--- config.mk ---
export PLATFORM = sky130hd
export DESIGN_NAME = hazard_control_unit_flat
export DESIGN_NICKNAME = d
export VERILOG_FILES = /design/src/rtl/hazard_control_unit_pkg.sv /design/src/rtl/hazard_control_unit_if.sv /design/src/rtl/hazard_control_unit_sat_counter.sv /design/src/rtl/hazard_control_unit.sv /design/src/flat_wrapper.sv
export SDC_FILE = /design/constraint.sdc
export NUM_CORES = 1
export LEC_CHECK = 0
export BUFFER_PORTS_ARGS = -buffer_cell sky130_fd_sc_hd__buf_2
export CORE_MARGIN = 2
export CORE_UTILIZATION = 53
export CTS_CLUSTER_SIZE = 28
export DETAILED_ROUTE_END_ITERATION = 10
export PLACE_DENSITY = 0.85
export SETUP_SLACK_MARGIN = 0.4
export SLEW_MARGIN = 25
export SYNTH_ARGS = -nofsm -noshare
export SYNTH_HDL_FRONTEND = slang
export SYNTH_HIERARCHICAL = 1
export SYNTH_SLANG_ARGS = --single-unit
--- constraint.sdc ---
create_clock -name clk -period 2.85 [get_ports clk]
set_clock_uncertainty 0.1 [all_clocks]
set_input_delay 0.285 -clock clk [delete_from_list [all_inputs] [get_ports clk]]
set_output_delay 0.285 -clock clk [all_outputs]
set_load 0.01 [all_outputs]
--- src/rtl/hazard_control_unit_pkg.sv ---
// Shared pipeline definitions for the hazard control unit: FSM encoding,
// the hard-wired zero register and the MDU counter reload helper.
package hazard_control_unit_pkg;

    typedef enum logic {
        RUN      = 1'b0,
        MDU_WAIT = 1'b1
    } hcu_state_e;

    localparam int REG_ZERO    = 0;
    localparam int STALL_CNT_W = 16;
    localparam int MDU_CNT_W   = 4;

    // The wait state is entered after the issue cycle, so the counter starts one short.
    function automatic logic [MDU_CNT_W-1:0] mdu_reload(input int cycles);
        return MDU_CNT_W'(cycles - 1);
    endfunction

endpackage

--- src/rtl/hazard_control_unit_if.sv ---
// Pipeline-to-hazard-unit signal bundle; the pipeline is the master, the
// hazard unit the slave.
interface hazard_control_unit_if #(
    parameter int BIT_WIDTH = 5
);
    import hazard_control_unit_pkg::*;

    logic [BIT_WIDTH-1:0]   IF_ID_Rs;
    logic [BIT_WIDTH-1:0]   IF_ID_Rt;
    logic                   ID_UsesRt;
    logic [BIT_WIDTH-1:0]   ID_EX_Rt;
    logic                   ID_EX_MemRead;
    logic                   ID_MduStart;
    logic                   EX_BranchTaken;
    logic                   PC_Write;
    logic                   IF_ID_Write;
    logic                   ID_EX_Bubble;
    logic                   IF_ID_Flush;
    logic                   MduBusy;
    logic [STALL_CNT_W-1:0] StallCount;

    modport master (
        output IF_ID_Rs, IF_ID_Rt, ID_UsesRt, ID_EX_Rt, ID_EX_MemRead,
               ID_MduStart, EX_BranchTaken,
        input  PC_Write, IF_ID_Write, ID_EX_Bubble, IF_ID_Flush, MduBusy,
               StallCount
    );

    modport slave (
        input  IF_ID_Rs, IF_ID_Rt, ID_UsesRt, ID_EX_Rt, ID_EX_MemRead,
               ID_MduStart, EX_BranchTaken,
        output PC_Write, IF_ID_Write, ID_EX_Bubble, IF_ID_Flush, MduBusy,
               StallCount
    );

endinterface

--- src/rtl/hazard_control_unit_sat_counter.sv ---
// Up-counter that sticks at all-ones instead of wrapping.
module sat_counter #(
    parameter int WIDTH = 16
) (
    input  logic             clk,
    input  logic             rst,
    input  logic             inc,
    output logic [WIDTH-1:0] count
);

    always_ff @(posedge clk or posedge rst) begin
        if (rst) begin
            count <= '0;
        end else if (inc && (count != {WIDTH{1'b1}})) begin
            count <= count + WIDTH'(1);
        end
    end

endmodule

--- src/rtl/hazard_control_unit.sv ---
// Front-end hazard control: load-use stalls, fixed-latency mult/div wait,
// taken-branch flush, and a saturating stall-cycle counter.
module hazard_control_unit
    import hazard_control_unit_pkg::*;
#(
    parameter int BIT_WIDTH  = 5,
    parameter int MDU_CYCLES = 4
) (
    input logic                 clk,
    input logic                 rst,
    hazard_control_unit_if.slave hif
);

    hcu_state_e           state;
    hcu_state_e           state_nxt;
    logic [MDU_CNT_W-1:0] cnt;
    logic [MDU_CNT_W-1:0] cnt_nxt;
    logic                 load_use;
    logic                 stall_inc;

    always_comb begin
        load_use = hif.ID_EX_MemRead
                && (hif.ID_EX_Rt != BIT_WIDTH'(REG_ZERO))
                && ((hif.ID_EX_Rt == hif.IF_ID_Rs)
                    || (hif.ID_UsesRt && (hif.ID_EX_Rt == hif.IF_ID_Rt)));
    end

    always_ff @(posedge clk or posedge rst) begin
        if (rst) begin
            state <= RUN;
            cnt   <= '0;
        end else begin
            state <= state_nxt;
            cnt   <= cnt_nxt;
        end
    end

    always_comb begin
        state_nxt        = state;
        cnt_nxt          = cnt;
        hif.PC_Write     = 1'b1;
        hif.IF_ID_Write  = 1'b1;
        hif.ID_EX_Bubble = 1'b0;
        hif.IF_ID_Flush  = 1'b0;
        hif.MduBusy      = 1'b0;

        if (!rst) begin
            hif.MduBusy = (state == MDU_WAIT);

            // A taken branch owns the outputs but leaves the MDU wait progressing.
            if (hif.EX_BranchTaken) begin
                hif.IF_ID_Flush  = 1'b1;
                hif.ID_EX_Bubble = 1'b1;
            end else if ((state == MDU_WAIT) || load_use) begin
                hif.PC_Write     = 1'b0;
                hif.IF_ID_Write  = 1'b0;
                hif.ID_EX_Bubble = 1'b1;
            end

            case (state)
                RUN: begin
                    if (!hif.EX_BranchTaken && !load_use && hif.ID_MduStart) begin
                        state_nxt = MDU_WAIT;
                        cnt_nxt   = mdu_reload(MDU_CYCLES);
                    end
                end
                MDU_WAIT: begin
                    if (cnt == '0) begin
                        state_nxt = RUN;
                    end else begin
                        cnt_nxt = cnt - MDU_CNT_W'(1);
                    end
                end
                default: begin
                    state_nxt = RUN;
                    cnt_nxt   = '0;
                end
            endcase
        end
    end

    always_comb begin
        stall_inc = ~hif.PC_Write;
    end

    sat_counter #(
        .WIDTH(STALL_CNT_W)
    ) u_stall_cnt (
        .clk  (clk),
        .rst  (rst),
        .inc  (stall_inc),
        .count(hif.StallCount)
    );

endmodule

--- src/flat_wrapper.sv ---
// flat-port wrapper written by rule: the top's interface ports become plain ports
module hazard_control_unit_flat import hazard_control_unit_pkg::*;
#(
    parameter int BIT_WIDTH  = 5,
    parameter int MDU_CYCLES = 4
)
  (clk, rst, hif_IF_ID_Rs, hif_IF_ID_Rt, hif_ID_UsesRt, hif_ID_EX_Rt, hif_ID_EX_MemRead, hif_ID_MduStart, hif_EX_BranchTaken, hif_PC_Write, hif_IF_ID_Write, hif_ID_EX_Bubble, hif_IF_ID_Flush, hif_MduBusy, hif_StallCount);
  hazard_control_unit_if #(.BIT_WIDTH(BIT_WIDTH)) hif_i ();
  input logic clk;
  input logic rst;
  input wire logic [$bits(hif_i.IF_ID_Rs)-1:0] hif_IF_ID_Rs;
  input wire logic [$bits(hif_i.IF_ID_Rt)-1:0] hif_IF_ID_Rt;
  input wire logic [$bits(hif_i.ID_UsesRt)-1:0] hif_ID_UsesRt;
  input wire logic [$bits(hif_i.ID_EX_Rt)-1:0] hif_ID_EX_Rt;
  input wire logic [$bits(hif_i.ID_EX_MemRead)-1:0] hif_ID_EX_MemRead;
  input wire logic [$bits(hif_i.ID_MduStart)-1:0] hif_ID_MduStart;
  input wire logic [$bits(hif_i.EX_BranchTaken)-1:0] hif_EX_BranchTaken;
  output wire logic [$bits(hif_i.PC_Write)-1:0] hif_PC_Write;
  output wire logic [$bits(hif_i.IF_ID_Write)-1:0] hif_IF_ID_Write;
  output wire logic [$bits(hif_i.ID_EX_Bubble)-1:0] hif_ID_EX_Bubble;
  output wire logic [$bits(hif_i.IF_ID_Flush)-1:0] hif_IF_ID_Flush;
  output wire logic [$bits(hif_i.MduBusy)-1:0] hif_MduBusy;
  output wire logic [$bits(hif_i.StallCount)-1:0] hif_StallCount;
  assign hif_i.IF_ID_Rs = hif_IF_ID_Rs;
  assign hif_i.IF_ID_Rt = hif_IF_ID_Rt;
  assign hif_i.ID_UsesRt = hif_ID_UsesRt;
  assign hif_i.ID_EX_Rt = hif_ID_EX_Rt;
  assign hif_i.ID_EX_MemRead = hif_ID_EX_MemRead;
  assign hif_i.ID_MduStart = hif_ID_MduStart;
  assign hif_i.EX_BranchTaken = hif_EX_BranchTaken;
  assign hif_PC_Write = hif_i.PC_Write;
  assign hif_IF_ID_Write = hif_i.IF_ID_Write;
  assign hif_ID_EX_Bubble = hif_i.ID_EX_Bubble;
  assign hif_IF_ID_Flush = hif_i.IF_ID_Flush;
  assign hif_MduBusy = hif_i.MduBusy;
  assign hif_StallCount = hif_i.StallCount;
  hazard_control_unit #(.BIT_WIDTH(BIT_WIDTH), .MDU_CYCLES(MDU_CYCLES)) u_core (.clk(clk), .rst(rst), .hif(hif_i));
endmodule
==> results.ini <==
[drt]
drc=0
via_per_inst=5.57
routed_wl_um=2850
first_pass_iters=4
via_count=1130
ant_nets=0
routedWlPerCell_um=14.0
drt_iter0_drc=25

[sta]
tightest_slew_ns=0.606
finalCritPeriodShare_pct=78.1
clock.fmax_mhz=449
relSlewSlack_pct=59.5
grt_setup_unrepaired=false
tns_ns=0
hold_viol=0
fin_crit_ns=2.23
setup_violations=0
report.final.slew_viol_count=0

[synthesis]
syn_inst=129
synthMuxAreaShare_pct=2.57
avgSynthCellArea_sq_um=9.81
synth_top_area_share_pct=41.5
yosys.area_share.simple_pct=27.7
synth_top_area_cell=dfrtp_1
ys.warnings.count=6
yosys.area_share.adder_pct=1.98
synthXorXnorAreaFrac_pct=14.5
synth_area_leaders=dfrtp_1 42%, xnor2_1 15%, nand2_1 3.9%, nand3_1 3.2%, nand4_1 3.0%
ys_ff_latch=21
synth_top_family_by_area=simple AND/OR/NAND/NOR gates
ys_types=34
synthesis.nets=152
synthesis.area_sq_um=1260
seq_area_frac_synth_pct=41.5
synth_compound_area_share_pct=9.30

[global_route]
grt_pass1_vias=1141
grt_max_degree=17
antenna_found_initial=0
grt_first_pass_wirelength_um=4600
grtUsageTotal_pct=22.4
grt_overflow_total=0

[floorplan]
die_area_sq_um=2790
pin_count=42
die_x_um=52.9
start_util_pct=56.6
core_region_area_sq_um=2230
core.rowCount=17
die_h_um=52.9

[final_layout]
final_cell_mix=41 x buf_2, 21 x xnor2_1, 21 x dfrtp_1, 13 x nand2_1, 8 x nand3_1
diodes=0
synthToLayoutAreaGrowth_pct=22.0
final_common_cell=buf_2
drive_gt1_share_pct=32.0
fin_nets=199
layout.cells.non_filler=203
nFillCells=184

[worst_setup_path]
arrival_ns=2.32
r2r-end=u_core/u_stall_cnt/count[13]$_DFFE_PP0P_
regToRegSetupSlack_ns=0.98
required_ns=2.95
end_kind=flip-flop
r2r_start=u_core/state$_DFFE_PP0N_
worstRegToRegCells=7
start_kind=primary input
cp_max_fo=5
worstSetupPathType=primary input to flip-flop

[clocking]
cts_resized=0
numCtsBuffers=3
clock-sinks=21
clk-insertion-delay-late_ns=0.30
cts_tree=yes
root_buffer=clkbuf_4
cts_buffer_depth=2
cts_setup_buffers=0
postCtsHoldBufs=1
clkTransAtPathRegs_ns=0.12
htreeDepth=1

[pwr]
p_leak_nw=0.756
power_density_nw_per_um2=544
vdd_drop_max_mv=0.555

[placement]
place_congestion=0.855
port_buffers=41
dp_hpwl_um=2170
dp.cells=198

[run_status]
outcome=complete, no violations

[worst_hold_path]
worstHoldEndpoint=u_core/cnt[2]$_DFFE_PP0P_
min_delay_path_depth=4
worstHoldStart=hif_ID_MduStart
min_path_type=primary input to flip-flop

[job]
max_cap_violations=0

## routing by layer
| layer | global-route usage (%) | part of all wire, % |
|---|---|---|
| met1 | 26.6 | 43 |
| met2 | 39.6 | 52 |
| met3 | 3.11 | 3.9 |
| met4 | 10.7 | 1.3 |
| met5 | 0 | 0 |
## state kept, by name, summed over array words and instances (netlist names)
register,flops
u_core/u_stall_cnt/count,16
u_core/state,1
u_core/cnt,4
## worst max-delay path: stages
cell and delay [ns]:
buf_2 0.13, xnor2_1 0.22, nand4_1 0.12, o22ai_1 0.27, a21oi_1 0.15, nor3_1 0.21
buf_4 0.18, nand3_1 0.15, nor4_4 0.24, nand4_1 0.18, xnor2_1 0.16
## synthesized netlist by cell type (all sizes together)
| library cell | n |
|---|---|
| o22ai | 3 |
| nand3 | 8 |
| nand2 | 14 |
| nor2b | 1 |
| a211oi | 1 |
| and3 | 5 |
| o21bai | 1 |
| and2 | 1 |
| dfrtp | 21 |
| nor3b | 2 |
| or4 | 2 |
| nand2b | 3 |
| o21ai | 1 |
| nor2 | 6 |
| inv | 6 |
| xnor2 | 21 |
| mux2 | 2 |
| a21oi | 7 |
| ha | 2 |
| buf | 1 |
| a2bb2oi | 1 |
| mux2i | 1 |
| nand4 | 8 |
| a21o | 1 |
| nor4 | 1 |
| nor3 | 2 |
| and4 | 4 |
| o21a | 3 |
## cell type report
type	instances	area [sq um]	share of cell area (%)
multi-input cells	101	709	46.0
flip-flops and latches	21	526	34.1
repair buffers	43	223	14.4
well taps	28	35.0	2.27
clock buffers	3	22.5	1.46
inverters	6	22.5	1.46
clock inverters	1	5.00	0.324
## power breakdown
group	switching (mW)	internal (mW)
combinational	0.134	0.129
sequential	0.0769	0.355
clock	0.0916	0.0523
total	0.302	0.537
## metrics by stage
stage,total power [mW],setup slack (ns),util (%),instance area [sq um],hold slack (ns)
6_report,0.839,0.624,69.1,1540,0.253
3_5_place_dp,0.695,0.398,67.4,1510,0.171
4_1_cts,0.843,0.672,69.1,1540,0.243
2_1_floorplan,0.594,0.529,-,1260,-0.0283
3_3_place_gp,0.680,0.509,67.4,1510,0.153
5_1_grt,0.897,0.501,69.1,1540,0.292
## worst max path at each step
stage                    start                                  endpoint  depth (start not counted)
6_report       hif_ID_EX_Rt[0]  u_core/u_stall_cnt/count[13]$_DFFE_PP0P_                         11
5_1_grt        hif_ID_EX_Rt[4]  u_core/u_stall_cnt/count[15]$_DFFE_PP0P_                         11
4_1_cts        hif_ID_EX_Rt[4]  u_core/u_stall_cnt/count[13]$_DFFE_PP0P_                         11
3_5_place_dp   hif_ID_EX_Rt[0]  u_core/u_stall_cnt/count[13]$_DFFE_PP0P_                         11
3_3_place_gp   hif_ID_EX_Rt[4]  u_core/u_stall_cnt/count[14]$_DFFE_PP0P_                         10
2_1_floorplan  hif_ID_EX_Rt[4]  u_core/u_stall_cnt/count[14]$_DFFE_PP0P_                          9
## cell families after synthesis
family	Yosys count
DFF	21
xor gates and xnor gates	21
muxes	3
adders and majority gates	2
AOI/OAI and AO/OA	18
and+or+nand+nor	57
buffers and inverters	7
Note: power is estimated with default switching activity, not from simulation.
